==> src/rtl/load_store_unit.sv <==
// RV32I load/store unit: one outstanding memory access, byte-lane steering and load extension.
// Latency: request to mem_req 1 cycle; load ack to writeback 1 cycle; req_ready low while busy.
package rv32i_pkg;
  typedef enum logic [5:0] {
    INSTR_LUI, INSTR_AUIPC, INSTR_JAL, INSTR_JALR,
    INSTR_BEQ, INSTR_BNE, INSTR_BLT, INSTR_BGE, INSTR_BLTU, INSTR_BGEU,
    INSTR_LB, INSTR_LH, INSTR_LW, INSTR_LBU, INSTR_LHU,
    INSTR_SB, INSTR_SH, INSTR_SW,
    INSTR_ADDI, INSTR_SLTI, INSTR_SLTIU, INSTR_XORI, INSTR_ORI, INSTR_ANDI,
    INSTR_SLLI, INSTR_SRLI, INSTR_SRAI,
    INSTR_ADD, INSTR_SUB, INSTR_SLL, INSTR_SLT, INSTR_SLTU,
    INSTR_XOR, INSTR_SRL, INSTR_SRA, INSTR_OR, INSTR_AND,
    INSTR_FENCE, INSTR_ECALL, INSTR_EBREAK, INSTR_ILLEGAL
  } rv32i_instr_e;
endpackage

module load_store_unit
  import rv32i_pkg::*;
#(
  parameter int unsigned TIMEOUT_CYCLES = 255
) (
  input  logic         clk,
  input  logic         rst,
  input  logic         req_valid,
  output logic         req_ready,
  input  rv32i_instr_e instr,
  input  logic [31:0]  addr,
  input  logic [31:0]  store_data,
  input  logic [4:0]   rd,
  output logic         mem_req,
  output logic         mem_we,
  output logic [31:0]  mem_addr,
  output logic [31:0]  mem_wdata,
  output logic [3:0]   mem_be,
  input  logic         mem_ack,
  input  logic [31:0]  mem_rdata,
  output logic         wb_valid,
  output logic [4:0]   wb_rd,
  output logic [31:0]  wb_data,
  output logic         err_misaligned,
  output logic         err_timeout,
  output logic [31:0]  err_addr
);

  typedef enum logic [1:0] {S_IDLE, S_ACCESS, S_RESP} state_e;

  localparam int unsigned CW = (TIMEOUT_CYCLES > 1) ? $clog2(TIMEOUT_CYCLES) : 1;

  state_e       r_state;
  state_e       w_state_nxt;
  rv32i_instr_e r_instr;
  logic [31:0]  r_addr;
  logic [4:0]   r_rd;
  logic [CW-1:0] r_cnt;

  logic         r_mem_we;
  logic [31:0]  r_mem_addr;
  logic [31:0]  r_mem_wdata;
  logic [3:0]   r_mem_be;
  logic         r_wb_valid;
  logic [4:0]   r_wb_rd;
  logic [31:0]  r_wb_data;
  logic         r_err_mis;
  logic         r_err_tmo;
  logic [31:0]  r_err_addr;

  logic         w_is_ls;
  logic         w_is_load;
  logic         w_misal;
  logic         w_accept;
  logic         w_tmo_hit;
  logic         w_ack_load;
  logic         w_timeout;
  logic [3:0]   w_be;
  logic [31:0]  w_wdata;
  logic [7:0]   w_byte;
  logic [15:0]  w_half;
  logic [31:0]  w_load_data;

  always_comb begin
    w_is_ls   = instr inside {INSTR_LB, INSTR_LH, INSTR_LW, INSTR_LBU, INSTR_LHU,
                              INSTR_SB, INSTR_SH, INSTR_SW};
    w_is_load = instr inside {INSTR_LB, INSTR_LH, INSTR_LW, INSTR_LBU, INSTR_LHU};
    w_misal   = 1'b0;
    case (instr)
      INSTR_LH, INSTR_LHU, INSTR_SH: w_misal = addr[0];
      INSTR_LW, INSTR_SW:            w_misal = |addr[1:0];
      default:                       w_misal = 1'b0;
    endcase
    w_accept  = req_valid && (r_state == S_IDLE) && w_is_ls;
  end

  // Store lanes are formed from the live inputs and captured at acceptance.
  always_comb begin
    w_be    = 4'b1111;
    w_wdata = store_data;
    case (instr)
      INSTR_SB: begin
        w_be    = 4'b0001 << addr[1:0];
        w_wdata = {4{store_data[7:0]}};
      end
      INSTR_SH: begin
        w_be    = addr[1] ? 4'b1100 : 4'b0011;
        w_wdata = {2{store_data[15:0]}};
      end
      default: begin
        w_be    = 4'b1111;
        w_wdata = store_data;
      end
    endcase
  end

  always_comb begin
    w_byte      = 8'(mem_rdata >> {r_addr[1:0], 3'b000});
    w_half      = r_addr[1] ? mem_rdata[31:16] : mem_rdata[15:0];
    w_load_data = mem_rdata;
    case (r_instr)
      INSTR_LB:  w_load_data = {{24{w_byte[7]}}, w_byte};
      INSTR_LBU: w_load_data = {24'd0, w_byte};
      INSTR_LH:  w_load_data = {{16{w_half[15]}}, w_half};
      INSTR_LHU: w_load_data = {16'd0, w_half};
      default:   w_load_data = mem_rdata;
    endcase
  end

  // r_cnt holds the number of completed ACCESS cycles; the last allowed cycle is TIMEOUT-1.
  assign w_tmo_hit = (TIMEOUT_CYCLES != 0) && (r_cnt == CW'(TIMEOUT_CYCLES - 1));

  always_comb begin
    w_state_nxt = r_state;
    w_ack_load  = 1'b0;
    w_timeout   = 1'b0;
    case (r_state)
      S_IDLE: begin
        if (w_accept && !w_misal) w_state_nxt = S_ACCESS;
      end
      S_ACCESS: begin
        if (mem_ack) begin
          if (r_instr inside {INSTR_LB, INSTR_LH, INSTR_LW, INSTR_LBU, INSTR_LHU}) begin
            w_state_nxt = S_RESP;
            w_ack_load  = 1'b1;
          end else begin
            w_state_nxt = S_IDLE;
          end
        end else if (w_tmo_hit) begin
          w_state_nxt = S_IDLE;
          w_timeout   = 1'b1;
        end
      end
      S_RESP:  w_state_nxt = S_IDLE;
      default: w_state_nxt = S_IDLE;
    endcase
  end

  always_ff @(posedge clk) begin
    if (rst) begin
      r_state     <= S_IDLE;
      r_instr     <= INSTR_LW;
      r_addr      <= 32'd0;
      r_rd        <= 5'd0;
      r_cnt       <= '0;
      r_mem_we    <= 1'b0;
      r_mem_addr  <= 32'd0;
      r_mem_wdata <= 32'd0;
      r_mem_be    <= 4'd0;
      r_wb_valid  <= 1'b0;
      r_wb_rd     <= 5'd0;
      r_wb_data   <= 32'd0;
      r_err_mis   <= 1'b0;
      r_err_tmo   <= 1'b0;
      r_err_addr  <= 32'd0;
    end else begin
      r_state    <= w_state_nxt;
      r_err_mis  <= w_accept && w_misal;
      r_err_tmo  <= w_timeout;
      r_wb_valid <= w_ack_load && (r_rd != 5'd0);
      if ((r_state == S_ACCESS) && (w_state_nxt == S_ACCESS)) r_cnt <= r_cnt + 1'b1;
      else                                                    r_cnt <= '0;
      if (w_accept && !w_misal) begin
        r_instr     <= instr;
        r_addr      <= addr;
        r_rd        <= rd;
        r_mem_we    <= !w_is_load;
        r_mem_addr  <= {addr[31:2], 2'b00};
        r_mem_wdata <= w_wdata;
        r_mem_be    <= w_be;
      end
      if (w_accept && w_misal) r_err_addr <= addr;
      else if (w_timeout)      r_err_addr <= r_addr;
      if (w_ack_load && (r_rd != 5'd0)) begin
        r_wb_rd   <= r_rd;
        r_wb_data <= w_load_data;
      end
    end
  end

  assign req_ready      = (r_state == S_IDLE);
  assign mem_req        = (r_state == S_ACCESS);
  assign mem_we         = r_mem_we && (r_state == S_ACCESS);
  assign mem_addr       = r_mem_addr;
  assign mem_wdata      = r_mem_wdata;
  assign mem_be         = r_mem_be;
  assign wb_valid       = r_wb_valid;
  assign wb_rd          = r_wb_rd;
  assign wb_data        = r_wb_data;
  assign err_misaligned = r_err_mis;
  assign err_timeout    = r_err_tmo;
  assign err_addr       = r_err_addr;

endmodule

==> config.mk <==
export PLATFORM = sky130hd
export DESIGN_NAME = load_store_unit
export DESIGN_NICKNAME = d
export VERILOG_FILES = /design/src/rtl/load_store_unit.sv
export SDC_FILE = /design/constraint.sdc
export NUM_CORES = 1
export LEC_CHECK = 0
export ABC_AREA = 0
export CAP_MARGIN = 20
export CORE_MARGIN = 10
export CORE_UTILIZATION = 35
export DETAILED_ROUTE_END_ITERATION = 7
export GPL_ROUTABILITY_DRIVEN = 0
export PLACE_DENSITY_LB_ADDON = 0.1
export SLEW_MARGIN = 30
export SYNTH_ARGS = -nofsm -noshare
export SYNTH_HDL_FRONTEND = slang
export SYNTH_SLANG_ARGS = --single-unit
==> constraint.sdc <==
create_clock -name clk -period 2.02 [get_ports clk]
set_clock_uncertainty 0.15 [all_clocks]
set_input_delay 0.404 -clock clk [delete_from_list [all_inputs] [get_ports clk]]
set_output_delay 0.404 -clock clk [all_outputs]
set_load 0.05 [all_outputs]
==> impl_metrics.yaml, run 1 <==
route:
  num_vias: 7626
  drt-total-wl_mm: 29.7
  wl_per_cell_um: 20.8
  drt-initial-drc-count: 390
  drc: 0
  vias_per_cell: 5.34
  dr.pass1.iters: 5
  final_antenna_net_count: 0
timing:
  fmax_mhz: 478
  report.final.slew_viol_count: 0
  worstMarginPinSlew_ns: 0.548
  hold_viol: 0
  setup_viol: 44
  relSlewSlack: 0.633
  fin_crit_sh: 1.04
  fin_crit_ns: 2.09
  whs_ns: 0.187
  fin_ws_ns: -0.0714
  grt_setup_unrepaired: "true"
  finalSetupTns_ns: -1.51
cts:
  cts.clk_slew.worst_paths_ns: 0.07
  clk_latency_ns: 0.43
  cts_num_sinks: 162
  cts.hold.buffers_added: 0
  cts_tree: "built"
  cts_buffers: 17
  cts-htree-levels: 4
  cts.path.max_buffers: 2
  root_buffer: "clkbuf_16"
synthesis:
  synth_edf_count: 0
  synth_flop_cell: "dfxtp_1"
  synth_area_um2: 7500
  synth_top_cell_by_area: "dfxtp_1"
  yosys_warnings: 0
  yosys_register_bits: 162
  synthCells: 862
  synthTopCellsByArea: "dfxtp_1, mux2i_1, a21oi_1"
  synth_top_cells_by_count: "dfxtp_1, a21oi_1, nor2_1"
  ys_seq_area_frac: 0.432
  synth_most_common_cell: "dfxtp_1"
  synth_cell_types: 58
  synth-async-reset-ratio: 0
  synth.avg_cell_area_um2: 8.70
  synth_top_cell_area_share: 0.432
critical_path:
  cp-start-kind: "primary input"
  crit_path_cell_trace: "buf_8, buf_6, or4b_4, o21ai_4, nand4b_1, buf_6, buf_8, o21ai_0, a21oi_2"
  crit_slowest_cell: "or4b_4"
  worst-path-stages: 9
  cp.buffers_inverters: 4
  cp-startpoint: "instr[3]"
  worstSetupPathType: "in -> reg"
  r2r_cells: 6
  cpLargestDelayFamily: "simple AND/OR/NAND/NOR gates"
  required_ns: 2.17
  path_max_fanout: 31
  worstPathArrival_ns: 2.24
  slowest_delay_ns: 0.55
  cp-end-kind: "register"
  reg2reg_from: "r_addr[1]"
  r2r_setup_slack_ns: -0.07
finish:
  utilization: 0.578
  diodes: 0
  ff_latch_area_um2: 3250
  area_growth_syn_to_layout_pct: 62.5
  multiInputGateArea_um2: 4240
  fin_area_um2: 12200
  drive_gt1_frac: 0.347
  nFillCells: 1933
  fin_nets: 1254
floorplan:
  die_w_um: 166
  initial_core_util: 0.356
  die_y_um: 166
  core_um2: 21100
  die_area_um2: 27700
  rows: 53
  boundaryPins: 254
hold_path:
  min_from: "rst"
  hold_path_class: "in -> reg"
  holdPathStages: 2
placed_design:
  io_buffers: 251
  hpwl_mm: 19.1
  place_area_um2: 10400
global_routing:
  grt_usage: 0.191
  grt_pass1_wl_mm: 43.6
  grt_max_degree: 77
  grt_pass1_vias: 7586
  grt.overflow.total: 0
  grt_antenna_before_repair: 2
outcome:
  outcome: "complete, but fails checks"
  violations: "negative setup slack"
pwr:
  leakagePower_uw: 0.00460
  vdd_drop_max_v: 0.000450
  power.density_nw_per_um2: 639
job:
  cap_violations: 0
-- report_power, final --
| part | switching (uW) | internal, uW | total (uW) |
|---|---|---|---|
| combinational | 577 | 481 | 1060 |
| clock | 1420 | 2030 | 3450 |
| sequential | 33.9 | 3240 | 3280 |
-- path summary, 6_finish.rpt --
path | end
max | r_addr[10]
min | wb_rd[0]
max reg2reg | wb_data[26]
min reg2reg | r_cnt[0]
-- metrics by stage --
stage / std cells / worst slack, ns / power (uW)
6_report: 1429 / -0.0714 / 7790
5_1_grt: 1429 / -0.123 / 8040
4_1_cts: 1401 / -0.116 / 7750
3_5_place_dp: 1358 / -0.847 / 4280
3_3_place_gp: 1358 / -0.765 / 4280
2_1_floorplan: 863 / -0.123 / 3810
-- layer usage --
metal	vias up	track usage	part of all wire
met5	-	0	0.00067
met1	3630	0.238	0.44
li1	3718	-	-
met2	248	0.315	0.48
met4	2	0.0435	0.011
met3	28	0.0610	0.069
-- timing repair --
item | 4_1_cts | 5_1_grt
setup buffers | 6 | 13
endpoints found under the setup margin | 148 | 148
cloned | 5 | 16
pin swaps | 12 | 41
resized for setup | 47 | 84
-- final cells by class --
type / count / area share
repair buffers: 368 / 0.304
inverters: 7 / 0.00246
multi-input cells: 585 / 0.348
clock buffers: 19 / 0.0371
clock inverters: 13 / 0.0142
well taps: 275 / 0.0282
flip-flops and latches: 162 / 0.266
-- flip-flops by register name, indices dropped and copies added (netlist names) --
register	flops
mem_be	4
err_timeout	1
wb_rd	5
wb_data	32
r_instr	6
err_misaligned	1
r_cnt	8
r_addr	32
r_state	2
r_rd	5
err_addr	32
r_mem_we	1
mem_wdata	32
wb_valid	1
-- logic make-up after synthesis --
group / synth area share
flip-flops: 0.432
multiplexers: 0.0712
other: 0.000500
buffers and inverters: 0.0834
XOR/XNOR: 0.00817
AO/OA/AOI/OAI: 0.244
AND/OR/NAND/NOR: 0.157
adder cells (fa/ha/maj): 0.00333
-- cells in the final DEF, fill, tap and decap left out, types with 7 or more instances in the layout --
cell type and instances:
buf_4 203, dfxtp_1 157, clkdlybuf4s50_1 100, nor2_1 72, a21oi_1 71, o21ai_0 53, mux2i_1 50, nand3_1 44
nand2_1 37, a211oi_1 31, clkbuf_16 31, buf_12 21, a221oi_1 16, a311oi_1 16, nand2b_1 15, nor3_2 14
a21oi_2 14, nor3_1 11, a211oi_2 11, nand3_2 11, buf_6 10, a21boi_0 8, a221oi_2 7, o21ai_1 7
o32a_1 7, a31oi_1 7, o32ai_1 7
Power figures use the tool's default switching activity.
==> run 2, diff against run 1 <==
--- a/config.mk
+++ b/config.mk
@@ -8,7 +8,8 @@
 export ABC_AREA = 0
 export CAP_MARGIN = 20
 export CORE_MARGIN = 10
-export CORE_UTILIZATION = 35
+export CORE_UTILIZATION = 46
+export CTS_BUF_LIST = sky130_fd_sc_hd__clkbuf_8 sky130_fd_sc_hd__clkbuf_16
 export DETAILED_ROUTE_END_ITERATION = 7
 export GPL_ROUTABILITY_DRIVEN = 0
 export PLACE_DENSITY_LB_ADDON = 0.1
==> constraint.sdc (replaced) <==
create_clock -name clk -period 2.15 [get_ports clk]
set_clock_uncertainty 0.15 [all_clocks]
set_input_delay 0.43 -clock clk [delete_from_list [all_inputs] [get_ports clk]]
set_output_delay 0.43 -clock clk [all_outputs]
set_load 0.05 [all_outputs]
==> run 2 against run 1 <==
The run now ends clean. Wire length shrank 11%. Via count shrank 1.2%. Combinational power shrank 16%. Sequential power shrank 6.1%. Worst hold slack gained 0.093 ns. Clock-buffer cell count is the same. Sequential share of layout area grew 1.9 points. Total power shrank 8.6%. Die area shrank 21%. Register-to-register slack gained 0.15 ns. Global-route usage grew 3.8 points. Worst setup slack gained 0.12 ns. Largest cell class unchanged. Largest power group unchanged.
==> impl_metrics.yaml, run 2 (same netlist as run 1, synthesis figures left out) <==
finish:
  final_cell_mix: "dfxtp_1, buf_4, clkdlybuf4s50_1, dlygate4sd2_1, a21oi_1"
  layoutNonFillerInstCount: 1340
  drive_gt1_frac: 0.207
  utilization: 0.713
  fin_nets: 1223
  area_growth_syn_to_layout_pct: 51.5
  final_common_cell: "dfxtp_1"
critical_path:
  path_max_fanout: 37
  r2r_cells: 6
  reg2reg_from: "r_addr[1]"
  worstPathArrival_ns: 2.26
  slowest_delay_ns: 0.39
  worstReg2RegEnd: "wb_data[21]"
  required_ns: 2.31
  cp-startpoint: "instr[2]"
  crit_path_cell_trace: "dlygate4sd2_1, buf_6, nor4bb_4, o21ai_2, buf_4, a211o_4, buf_12, a21oi_1, a211oi_2"
  cp-end-kind: "register"
  worstSetupPathType: "in -> reg"
  endpoint: "mem_wdata[23]"
  crit_slowest_cell: "a211o_4"
  cp-start-kind: "primary input"
  r2r_setup_slack_ns: 0.08
timing:
  fin_crit_sh: 0.977
  finalSetupTns_ns: 0
  fin_crit_ns: 2.10
  relSlewSlack: 0.608
  hold_viol: 0
  report.final.slew_viol_count: 0
  fin_ws_ns: 0.0485
  worstMarginPinSlew_ns: 0.582
  fmax_mhz: 476
  setup_viol: 0
job:
  cap_violations: 0
pwr:
  leakagePower_uw: 0.00458
  totalPowerFinal_uw: 7120
  power.density_nw_per_um2: 626
  vdd_drop_max_v: 0.000571
route:
  vias_per_cell: 5.63
  dr.pass1.iters: 5
  drt-initial-drc-count: 410
  drc: 0
  wl_per_cell_um: 19.7
  final_antenna_net_count: 0
  num_vias: 7538
  drt-total-wl_mm: 26.4
global_routing:
  grt.overflow.total: 0
  grt_usage: 0.229
  grt_max_degree: 74
  grt_pass1_vias: 7358
  grt_antenna_before_repair: 0
  grt_pass1_wl_mm: 40.9
cts:
  cts.hold.buffers_added: 0
  cts_buffers: 17
  root_buffer: "clkbuf_16"
  clk_latency_ns: 0.42
  cts_tree: "built"
  cts-htree-levels: 4
  cts.clk_slew.worst_paths_ns: 0.06
  cts_num_sinks: 162
  cts.path.max_buffers: 2
floorplan:
  boundaryPins: 254
  die_area_um2: 21800
  die_w_um: 148
  rows: 46
  core_um2: 15900
  die_y_um: 148
  initial_core_util: 0.471
placed_design:
  io_buffers: 251
  dp_slack_ns: -0.781
  hpwl_mm: 18.4
  dp_cells: 1290
outcome:
  outcome: "finished, final reports clean"
hold_path:
  hold_path_class: "in -> reg"
[run 2: metal layers]
metal | GRT usage | share of wire | vias to the layer above
met2 | 0.373 | 0.47 | 297
met4 | 0.0595 | 0.016 | 0
met5 | 0 | 0 | -
met3 | 0.0791 | 0.089 | 34
met1 | 0.284 | 0.42 | 3547
li1 | - | - | 3660
[run 2: worst min path at each step]
| stage | start | end | cells past startpoint |
|---|---|---|---|
| 5_1_grt | mem_rdata[23] | wb_data[23] | 4 |
| 3_5_place_dp | r_cnt[0] | r_cnt[0] | 1 |
| 2_1_floorplan | r_cnt[0] | r_cnt[0] | 1 |
| 4_1_cts | rst | r_addr[25] | 2 |
| 6_report | mem_rdata[23] | wb_data[23] | 4 |
| 3_3_place_gp | r_cnt[0] | r_cnt[0] | 1 |
[run 2: timing repair]
item,4_1_cts,5_1_grt
endpoints found under the setup margin,220,102
gates cloned,3,2
pin swaps,14,16
buffers inserted,10,3
hold endpoints to repair,0,0
resized for setup,136,46
[run 2: worst max-delay path, delay by kind of cell]
family / cells / cell delay, ns
AND/OR/NAND/NOR: 1 / 0.29
buffers and inverters: 4 / 0.74
AO/OA/AOI/OAI: 4 / 0.78
[run 2: area by class of cell]
cell class,instances,area [um^2]
Tap cell,216,270
Fill cell,1291,4570
Inverter,7,30.0
Sequential cell,162,3250
Antenna cell,1,2.50
Clock inverter,13,160
Multi-Input combinational cell,584,3960
Timing Repair Buffer,338,3240
Clock buffer,19,453
[run 2: power breakdown]
group          switching, uW  leakage [uW]  internal [uW]
registers               30.7       0.00131           3050
logic                    498       0.00297            393
clock network           1260      0.000304           1890
[run 2: stage by stage]
stage                     cell area (um^2)  hold WS [ns]
after floorplan                       7520         0.280
after global placement               10200         0.299
after detailed placement             10200         0.317
after CTS                            11200         0.281
after global routing                 11400         0.288
final                                11400         0.280
